$ cat config.mk
export PLATFORM = sky130hd
export DESIGN_NAME = vga_pattern_ctrl
export DESIGN_NICKNAME = d
export VERILOG_FILES = /design/src/rtl/vga_pattern_ctrl.sv
export SDC_FILE = /design/constraint.sdc
export NUM_CORES = 1
export LEC_CHECK = 0
export ABC_AREA = 1
export CORE_MARGIN = 5
export CORE_UTILIZATION = 60
export CTS_BUF_LIST = sky130_fd_sc_hd__clkbuf_8
export DETAILED_ROUTE_END_ITERATION = 12
export PLACE_DENSITY_LB_ADDON = 0.25
export SLEW_MARGIN = 20
export SYNTH_ARGS = -nofsm -noshare
export SYNTH_HDL_FRONTEND = slang
export SYNTH_SLANG_ARGS = --single-unit
$ cat constraint.sdc
create_clock -name clk -period 4.8 [get_ports clk]
set_clock_uncertainty 0.15 [all_clocks]
set_input_delay 0.96 -clock clk [delete_from_list [all_inputs] [get_ports clk]]
set_output_delay 0.96 -clock clk [all_outputs]
set_load 0.03 [all_outputs]
$ cat src/rtl/vga_pattern_ctrl.sv
// ---------------------------------------------------------------------------
// vga_pattern_ctrl
//
// Timing and test-pattern controller for a 640x480@60Hz VGA output running on
// the 25 MHz pixel clock. Two free-running counters walk each line and each
// frame through sync, back porch, active and front porch. A small pattern
// state machine steps through a set of RGB565 test patterns. It changes
// pattern only on frame boundaries.
//
// Every output is registered from the decode of the current counter values.
// This gives a fixed one-clock latency, and all outputs stay mutually aligned.
//
// Optional build macro:
//   VGA_TEST_BORDER_EN - when defined, the first/last active column and the
//                        first/last active line are forced to white (FFFF).
//                        When undefined, no border logic is built.
//
// Ports:
//   clk          in   pixel clock (25 MHz)
//   rst_n        in   asynchronous active-low reset
//   pause        in   level; freezes auto-advance (frame counter holds)
//   next_req     in   one-cycle pulse; advance at the next frame boundary
//   hys          out  horizontal sync, active low
//   vys          out  vertical sync, active low
//   de           out  data enable, high in the active pixel area
//   lcd_rgb      out  RGB565 pixel, zero outside the active area
//   frame_start  out  one-cycle pulse on the first output cycle of a frame
//   pat_idx      out  index of the pattern currently shown
// ---------------------------------------------------------------------------
module vga_pattern_ctrl #(
    parameter int H_SYNC         = 96,
    parameter int H_BACK         = 48,
    parameter int H_ACT          = 640,
    parameter int H_FRONT        = 16,
    parameter int V_SYNC         = 2,
    parameter int V_BACK         = 33,
    parameter int V_ACT          = 480,
    parameter int V_FRONT        = 10,
    parameter int FRAMES_PER_PAT = 60
) (
    input  logic        clk,
    input  logic        rst_n,
    input  logic        pause,
    input  logic        next_req,
    output logic        hys,
    output logic        vys,
    output logic        de,
    output logic [15:0] lcd_rgb,
    output logic        frame_start,
    output logic [2:0]  pat_idx
);

    localparam int H_TOT     = H_SYNC + H_BACK + H_ACT + H_FRONT;
    localparam int V_TOT     = V_SYNC + V_BACK + V_ACT + V_FRONT;
    localparam int H_ACT_BEG = H_SYNC + H_BACK;
    localparam int H_ACT_END = H_SYNC + H_BACK + H_ACT;
    localparam int V_ACT_BEG = V_SYNC + V_BACK;
    localparam int V_ACT_END = V_SYNC + V_BACK + V_ACT;
    localparam int BAR_W     = H_ACT / 8;

    localparam int HW = $clog2(H_TOT);
    localparam int VW = $clog2(V_TOT);
    localparam int FW = (FRAMES_PER_PAT > 1) ? $clog2(FRAMES_PER_PAT) : 1;
    localparam int BW = (BAR_W > 1) ? $clog2(BAR_W) : 1;

    typedef enum logic [2:0] {
        PAT_RED   = 3'd0,
        PAT_GREEN = 3'd1,
        PAT_BLUE  = 3'd2,
        PAT_WHITE = 3'd3,
        PAT_BARS  = 3'd4
    } pat_e;

    // Counter and control state
    logic [HW-1:0] hcnt_q, hcnt_d;
    logic [VW-1:0] vcnt_q, vcnt_d;
    logic [FW-1:0] fcnt_q, fcnt_d;
    logic          pend_q, pend_d;
    logic [BW-1:0] bar_pix_q, bar_pix_d;
    logic [2:0]    bar_idx_q, bar_idx_d;
    pat_e          pat_q, pat_d;

    // Registered outputs
    logic          hys_q, hys_d;
    logic          vys_q, vys_d;
    logic          de_q, de_d;
    logic [15:0]   rgb_q, rgb_d;
    logic          fs_q, fs_d;
    logic [2:0]    pat_idx_q, pat_idx_d;

    // Decode helpers
    logic          h_end;
    logic          frame_end;
    logic          advance;
    logic          h_active;
    logic          v_active;
    logic [15:0]   pat_colour;

    assign h_end     = (hcnt_q == HW'(H_TOT - 1));
    assign frame_end = h_end && (vcnt_q == VW'(V_TOT - 1));
    assign h_active  = (hcnt_q >= HW'(H_ACT_BEG)) && (hcnt_q < HW'(H_ACT_END));
    assign v_active  = (vcnt_q >= VW'(V_ACT_BEG)) && (vcnt_q < VW'(V_ACT_END));

    // A pending request always wins. Otherwise the counter must reach its
    // last value while not paused.
    assign advance = pend_q || (!pause && (fcnt_q == FW'(FRAMES_PER_PAT - 1)));

    function automatic logic [15:0] bar_colour(input logic [2:0] idx);
        logic [15:0] c;
        case (idx)
            3'd0:    c = 16'hFFFF;
            3'd1:    c = 16'hFFE0;
            3'd2:    c = 16'h07FF;
            3'd3:    c = 16'h07E0;
            3'd4:    c = 16'hF81F;
            3'd5:    c = 16'hF800;
            3'd6:    c = 16'h001F;
            default: c = 16'h0000;
        endcase
        return c;
    endfunction

    // Line and frame position counters
    always_comb begin
        hcnt_d = hcnt_q + HW'(1);
        vcnt_d = vcnt_q;
        if (h_end) begin
            hcnt_d = '0;
            if (vcnt_q == VW'(V_TOT - 1)) begin
                vcnt_d = '0;
            end else begin
                vcnt_d = vcnt_q + VW'(1);
            end
        end
    end

    // The bar counter tracks the current column within the active area.
    // It is preloaded on the cycle before h-active begins, so the active
    // area needs no divider. The index may wrap past 7 at the end of the
    // line; that value is never used because it lies outside h-active.
    always_comb begin
        bar_pix_d = bar_pix_q;
        bar_idx_d = bar_idx_q;
        if (hcnt_q == HW'(H_ACT_BEG - 1)) begin
            bar_pix_d = '0;
            bar_idx_d = '0;
        end else if (h_active) begin
            if (bar_pix_q == BW'(BAR_W - 1)) begin
                bar_pix_d = '0;
                bar_idx_d = bar_idx_q + 3'd1;
            end else begin
                bar_pix_d = bar_pix_q + BW'(1);
            end
        end
    end

    // Frame counter and pending request are updated only on the last cycle
    // of a frame. The exception is next_req, which is latched in any cycle.
    // A request that arrives on the boundary cycle itself survives the
    // clear, so it takes effect at the following boundary.
    always_comb begin
        fcnt_d = fcnt_q;
        pend_d = pend_q | next_req;
        if (frame_end) begin
            if (advance) begin
                fcnt_d = '0;
                pend_d = next_req;
            end else if (!pause) begin
                fcnt_d = fcnt_q + FW'(1);
            end
        end
    end

    // Pattern state machine: next-state logic
    always_comb begin
        pat_d = pat_q;
        if (frame_end && advance) begin
            case (pat_q)
                PAT_RED:   pat_d = PAT_GREEN;
                PAT_GREEN: pat_d = PAT_BLUE;
                PAT_BLUE:  pat_d = PAT_WHITE;
                PAT_WHITE: pat_d = PAT_BARS;
                default:   pat_d = PAT_RED;
            endcase
        end
    end

    // Pattern colour for the current pixel, before gating by de
    always_comb begin
        pat_colour = 16'h0000;
        case (pat_q)
            PAT_RED:   pat_colour = 16'hF800;
            PAT_GREEN: pat_colour = 16'h07E0;
            PAT_BLUE:  pat_colour = 16'h001F;
            PAT_WHITE: pat_colour = 16'hFFFF;
            PAT_BARS:  pat_colour = bar_colour(bar_idx_q);
            default:   pat_colour = 16'h0000;
        endcase
`ifdef VGA_TEST_BORDER_EN
        if ((hcnt_q == HW'(H_ACT_BEG)) || (hcnt_q == HW'(H_ACT_END - 1)) ||
            (vcnt_q == VW'(V_ACT_BEG)) || (vcnt_q == VW'(V_ACT_END - 1))) begin
            pat_colour = 16'hFFFF;
        end
`endif
    end

    // Output decode from the current counters. These values are registered,
    // so the connector sees them one clock later, all outputs together.
    // pat_idx is sampled from the pattern state here, which makes the new
    // index first appear in the same cycle as frame_start.
    always_comb begin
        hys_d     = !(hcnt_q < HW'(H_SYNC));
        vys_d     = !(vcnt_q < VW'(V_SYNC));
        de_d      = h_active && v_active;
        rgb_d     = (h_active && v_active) ? pat_colour : 16'h0000;
        fs_d      = (hcnt_q == '0) && (vcnt_q == '0);
        pat_idx_d = pat_q;
    end

    // Counter, control and pattern state registers
    always_ff @(posedge clk or negedge rst_n) begin
        if (!rst_n) begin
            hcnt_q    <= '0;
            vcnt_q    <= '0;
            fcnt_q    <= '0;
            pend_q    <= 1'b0;
            bar_pix_q <= '0;
            bar_idx_q <= '0;
            pat_q     <= PAT_RED;
        end else begin
            hcnt_q    <= hcnt_d;
            vcnt_q    <= vcnt_d;
            fcnt_q    <= fcnt_d;
            pend_q    <= pend_d;
            bar_pix_q <= bar_pix_d;
            bar_idx_q <= bar_idx_d;
            pat_q     <= pat_d;
        end
    end

    // Output registers
    always_ff @(posedge clk or negedge rst_n) begin
        if (!rst_n) begin
            hys_q     <= 1'b1;
            vys_q     <= 1'b1;
            de_q      <= 1'b0;
            rgb_q     <= 16'h0000;
            fs_q      <= 1'b0;
            pat_idx_q <= 3'd0;
        end else begin
            hys_q     <= hys_d;
            vys_q     <= vys_d;
            de_q      <= de_d;
            rgb_q     <= rgb_d;
            fs_q      <= fs_d;
            pat_idx_q <= pat_idx_d;
        end
    end

    assign hys         = hys_q;
    assign vys         = vys_q;
    assign de          = de_q;
    assign lcd_rgb     = rgb_q;
    assign frame_start = fs_q;
    assign pat_idx     = pat_idx_q;

endmodule

## Yosys cells after proc, flatten, opt, wreduce, memory -nomap -nowiden

Index checks and enable logic that the tools add are counted.

| word-level totals | value |
|---|---|
| input port bits | 4 |
| latch bits | 0 |
| output and inout bits | 23 |
| register bits | 63 |
| bits in read-only memories | 0 |
| word-level logic and storage cells | 76 |
| memories kept | 0 |
| memory bits (writable) | 0 |

| cells by class | value |
|---|---|
| multiply operators | 0 |
| equality and inequality tests | 16 |
| mux-type cells | 16 |
| reductions and logical operators | 19 |
| bitwise gates (word level) | 1 |
| $add $sub $neg | 5 |
| $lt $le $gt $ge | 6 |
| div/mod/pow operators | 0 |
| shifts and indexed selects | 0 |

Operator list:

| kind | number |
|---|---|
| case mux 16 bit (7 select lines) | 1 |
| case mux 16 bit (5 select lines) | 1 |
| two-way mux 7 bit | 3 |
| adder 10 x 1 -> 10 bit (second input constant) | 2 |
| equality test 10 bit (second input constant) | 2 |
| zero test 10 bit | 2 |
| less-than comparator 10 bit (second input constant) | 2 |
| two-way mux 10 bit | 2 |
| two-way mux 16 bit | 1 |
| equality test 3 x 2 -> 1 bit (second input constant) | 4 |
| equality test 3 bit (second input constant) | 4 |
| two-way mux 6 bit | 2 |
| case mux 3 bit (4 select lines) | 1 |
| equality test 10 x 8 -> 1 bit (second input constant) | 1 |
| greater-or-equal comparator 10 x 6 -> 1 bit (second input constant) | 1 |
| greater-or-equal comparator 10 x 8 -> 1 bit (second input constant) | 1 |
| less-than comparator 10 x 2 -> 1 bit (second input constant) | 1 |
| less-than comparator 10 x 7 -> 1 bit (second input constant) | 1 |
| two-way mux 3 bit | 3 |
| adder 7 x 1 -> 7 bit (second input constant) | 1 |
| equality test 7 bit (second input constant) | 1 |
| logical AND 1 bit | 7 |
| adder 6 x 1 -> 6 bit (second input constant) | 1 |
| equality test 3 x 1 -> 1 bit (second input constant) | 2 |
| 10 further kinds | 16 |

## Depth between registers and ports, before layout

| logic depth | value |
|---|---|
| depth after elaboration | 5 |
| gate-level depth with buffers | 9 |
| depth with buffers taken out | 9 |

## Worst setup path after synthesis

Ideal clock, no wire load.

| path | value |
|---|---|
| path kind | register to output |
| start point | reg rgb_q[10] (netlist: lcd_rgb[10]) |
| end point | out lcd_rgb[10] |
| data required time | 3.690 ns |
| arrival | 0.776 ns |
| path buffers | 1 |
| path slack | 2.914 ns |
| stages on the path, launching flop included | 2 |
| cell sequence | dfrtp_1 > buf_4 |

RTL lines:

| element | RTL line | source |
|---|---|---|
| start, declared | 87 | `logic [15:0] rgb_q, rgb_d;` |
| start signal, assigned | 254 | `rgb_q <= rgb_d;` |
| end, declared | 48 | `output logic [15:0] lcd_rgb,` |

No word-level cell between the ends.

## Final worst setup path

| path | value |
|---|---|
| start point | reg vys_q (netlist: vys) |
| end point | out vys |

RTL lines:

| element | RTL line | source |
|---|---|---|
| start, declared | 85 | `logic vys_q, vys_d;` |
| start signal, assigned | 252 | `vys_q <= vys_d;` |
| end, declared | 46 | `output logic vys,` |

No word-level cell between the ends.

==> flow_summary.yaml <==
place:
  gp_congestion: 0.902
  portBuffers: 26
  post-dp-hpwl_um: 4090
  dp_cells: 457
power:
  power_leakage_nw: 1.68
  p_comb_frac: 0.015
  switching_share: 0.206
  pwr-share-seq: 0.622
  switchingPower_mw: 0.139
  power_mw: 0.676
  intPower_mw: 0.537
  ir_worst_vdd_mv: 0.164
  p_clk_frac: 0.363
  cellPowerDensity_nw_per_um2: 208
setup_path:
  slowest_delay_ns: 0.67
  reg2reg_slack_ns: 2.64
  setup.worst_path.start_class: "flip-flop"
  path_class: "flip-flop to output pin"
  path_cells: "clkdlybuf4s50_1"
  cp_max_fo: 1
  critical-path-slowest-cell: "clkdlybuf4s50_1"
  worstSetupEndpointType: "output pin"
  arrival_ns: 1.49
  path_delay_family: "buffers and inverters"
  crit_required_ns: 3.69
  path_buf_inv: 1
drt:
  routed_wirelength_um: 5530
  ant_nets: 0
  vias: 2389
  dr_wl_met3_um: 196
  wl_met1_um: 2530
  dr.max_layer_used: "met4"
  drt_iter0_drc: 193
  drc: 0
  viasPerCell: 5.14
  wl_per_cell_um: 11.9
  drt_first_pass_iters: 4
  dr_wl_met2_um: 2740
floorplanning:
  coreArea_um2: 4750
  die_x_um: 80.1
  rows: 25
  ios: 27
  start_util: 0.621
  dieArea_um2: 6420
  die_h_um: 80.1
global_routing:
  grt_max_degree: 51
  grt_pass1_wl_um: 9570
  grt_overflow_total: 0
  grt_pass1_vias: 2221
  grtUsageTotal: 0.187
  grt_antenna_before_repair: 0
clock_tree:
  clk_pin_slew_ns: 0.08
  postCtsSetupRepairBufs: 0
  cts-htree-levels: 2
  cts_tree: "built"
  clk_latency_ns: 0.30
  cts_hold_buf: 0
  cts_resized: 0
  clock_sinks: 50
  cts_buffer_depth: 2
  cts_buffers: 5
  clock-root-buffer: "clkbuf_8"
yosys:
  syn_avg_cell_area_um2: 7.74
  synth_largest_area_cell: "dfrtp_1"
  netlist_area_um2: 2950
  seq_area_frac_synth: 0.425
  synthTopCellsByArea: "dfrtp_1 (41%), nand2_1 (12%), nand3_1 (6.6%)"
  synth.distinct_cells: 28
  yosys_warnings: 0
  synth_top_area_share: 0.407
  syn-num-nets: 396
  syn_inst: 381
  synth-seq-cells: 50
timing:
  post-route-min-period_ns: 2.60
  tightestPinTransition_ns: 0.615
  relSlewSlack: 0.587
  setup_viol: 0
  fin_crit_sh: 0.541
  setup-tns-final_ns: 0
  slew_violations: 0
  fmax_mhz: 385
  grt_setup_unrepaired: "no"
  hold_violations: 0
worst_hold_path:
  hold_class: "flip-flop to flip-flop"
job:
  maxCapViolCount: 0
finish:
  utilization: 0.684
  num-nets-final: 412
  syn_to_final_growth_pct: 10.3
  layout-drive-gt1-share: 0.0729
  multi_input_area_um2: 1360
  fillers: 416
  diodes: 0
  stdcell_count: 465
  seqCellArea_um2: 1250
status:
  status: "finished, final reports clean"
-- metrics by stage --
stage / hold slack (ns) / setup slack [ns] / area [µm²]
after floorplan: 0.264 / 2.91 / 2950
after global placement: 0.300 / 2.54 / 3160
after detailed placement: 0.310 / 2.50 / 3160
after CTS: 0.332 / 2.19 / 3250
after global routing: 0.367 / 2.17 / 3250
final: 0.334 / 2.20 / 3250
-- layout make-up --
cell class	instances	area share
Multi-Input combinational cell	258	0.417
Timing Repair Buffer	26	0.0792
Inverter	56	0.0646
Clock inverter	2	0.00269
Sequential cell	50	0.385
Tap cell	67	0.0258
Clock buffer	6	0.0254
-- logic make-up (layout without fill, tap and decap cells) --
| kind of cell | Yosys count | count (layout) | synth area share |
|---|---|---|---|
| compound gates | 25 | 25 | 0.0450 |
| xor+xnor | 14 | 14 | 0.0416 |
| fa+ha+maj | 11 | 11 | 0.0466 |
| buf+inv | 73 | 90 | 0.115 |
| flops | 50 | 50 | 0.425 |
| simple gates | 208 | 208 | 0.327 |
-- path summary, 6_finish.rpt --
kind,cells past startpoint,endpoint,start
max reg2reg,8,bar_idx_q[0]$_DFFE_PN0P_,hcnt_q[0]$_DFF_PN0_
max,1,vys,vys$_DFF_PN1_
max in group asynchronous,1,bar_pix_q[2]$_DFFE_PN0P_,rst_n
min reg2reg,1,hcnt_q[0]$_DFF_PN0_,hcnt_q[0]$_DFF_PN0_
min,1,hcnt_q[0]$_DFF_PN0_,hcnt_q[0]$_DFF_PN0_
min in group asynchronous,1,fcnt_q[2]$_DFFE_PN0P_,rst_n
-- registers in the layout (all words and copies together) (netlist names), 3 cells and up --
signal	count
vcnt_q	10
pat_idx	3
bar_pix_q	7
lcd_rgb	3
pat_idx_d	3
fcnt_q	6
hcnt_q	10
bar_idx_q	3
-- power groups by stage --
stage | Clock (mW) | Combinational, mW | Sequential, mW
after floorplan | 0 | 0.000139 | 0.429
after global placement | 0 | 0.0105 | 0.429
after detailed placement | 0 | 0.0105 | 0.429
after CTS | 0.254 | 0.0106 | 0.421
after global routing | 0.270 | 0.0120 | 0.421
final | 0.245 | 0.0101 | 0.421
-- synthesized netlist by cell type (all sizes together) --
master	number
nand2	97
nor2	48
nand3	41
or2	1
nor3	7
dfrtp	48
nand4	12
ha	11
xor2	12
inv	56
clkbuf	1
o21ai	16
a31oi	4
dfstp	2
nand3b	1
xnor2	2
nor4	1
a21oi	4
o21bai	1
buf	16
-- metal layers --
layer | vias to the layer above | GRT usage
li1 | 1218 | -
met1 | 1124 | 0.231
met2 | 42 | 0.336
met3 | 5 | 0.0314
met4 | 0 | 0.0507
met5 | - | 0
-- cells in the final DEF (no fill, tap or decap) --
cell type,netlist,final
nand2_1,93,93
inv_1,52,53
dfrtp_1,48,48
nor2_1,42,42
nand3_1,39,39
clkdlybuf4s50_1,0,25
o21ai_0,16,16
xor2_1,12,12
ha_1,11,11
nand4_1,10,10
nor3_1,7,7
clkbuf_8,0,6
nand2_2,4,4
a31oi_1,4,4
inv_2,4,4
nor2_4,4,4
a21oi_1,4,4
nor2_2,2,2
nand4_4,2,2
nand3_2,2,2
xnor2_1,2,2
dfstp_2,2,2
nor4_1,1,1
or2_2,1,1
o21bai_1,1,1
nand3b_1,1,1
clkinv_2,0,1
buf_4,13,1
Note: power is estimated with default switching activity, not from simulation.
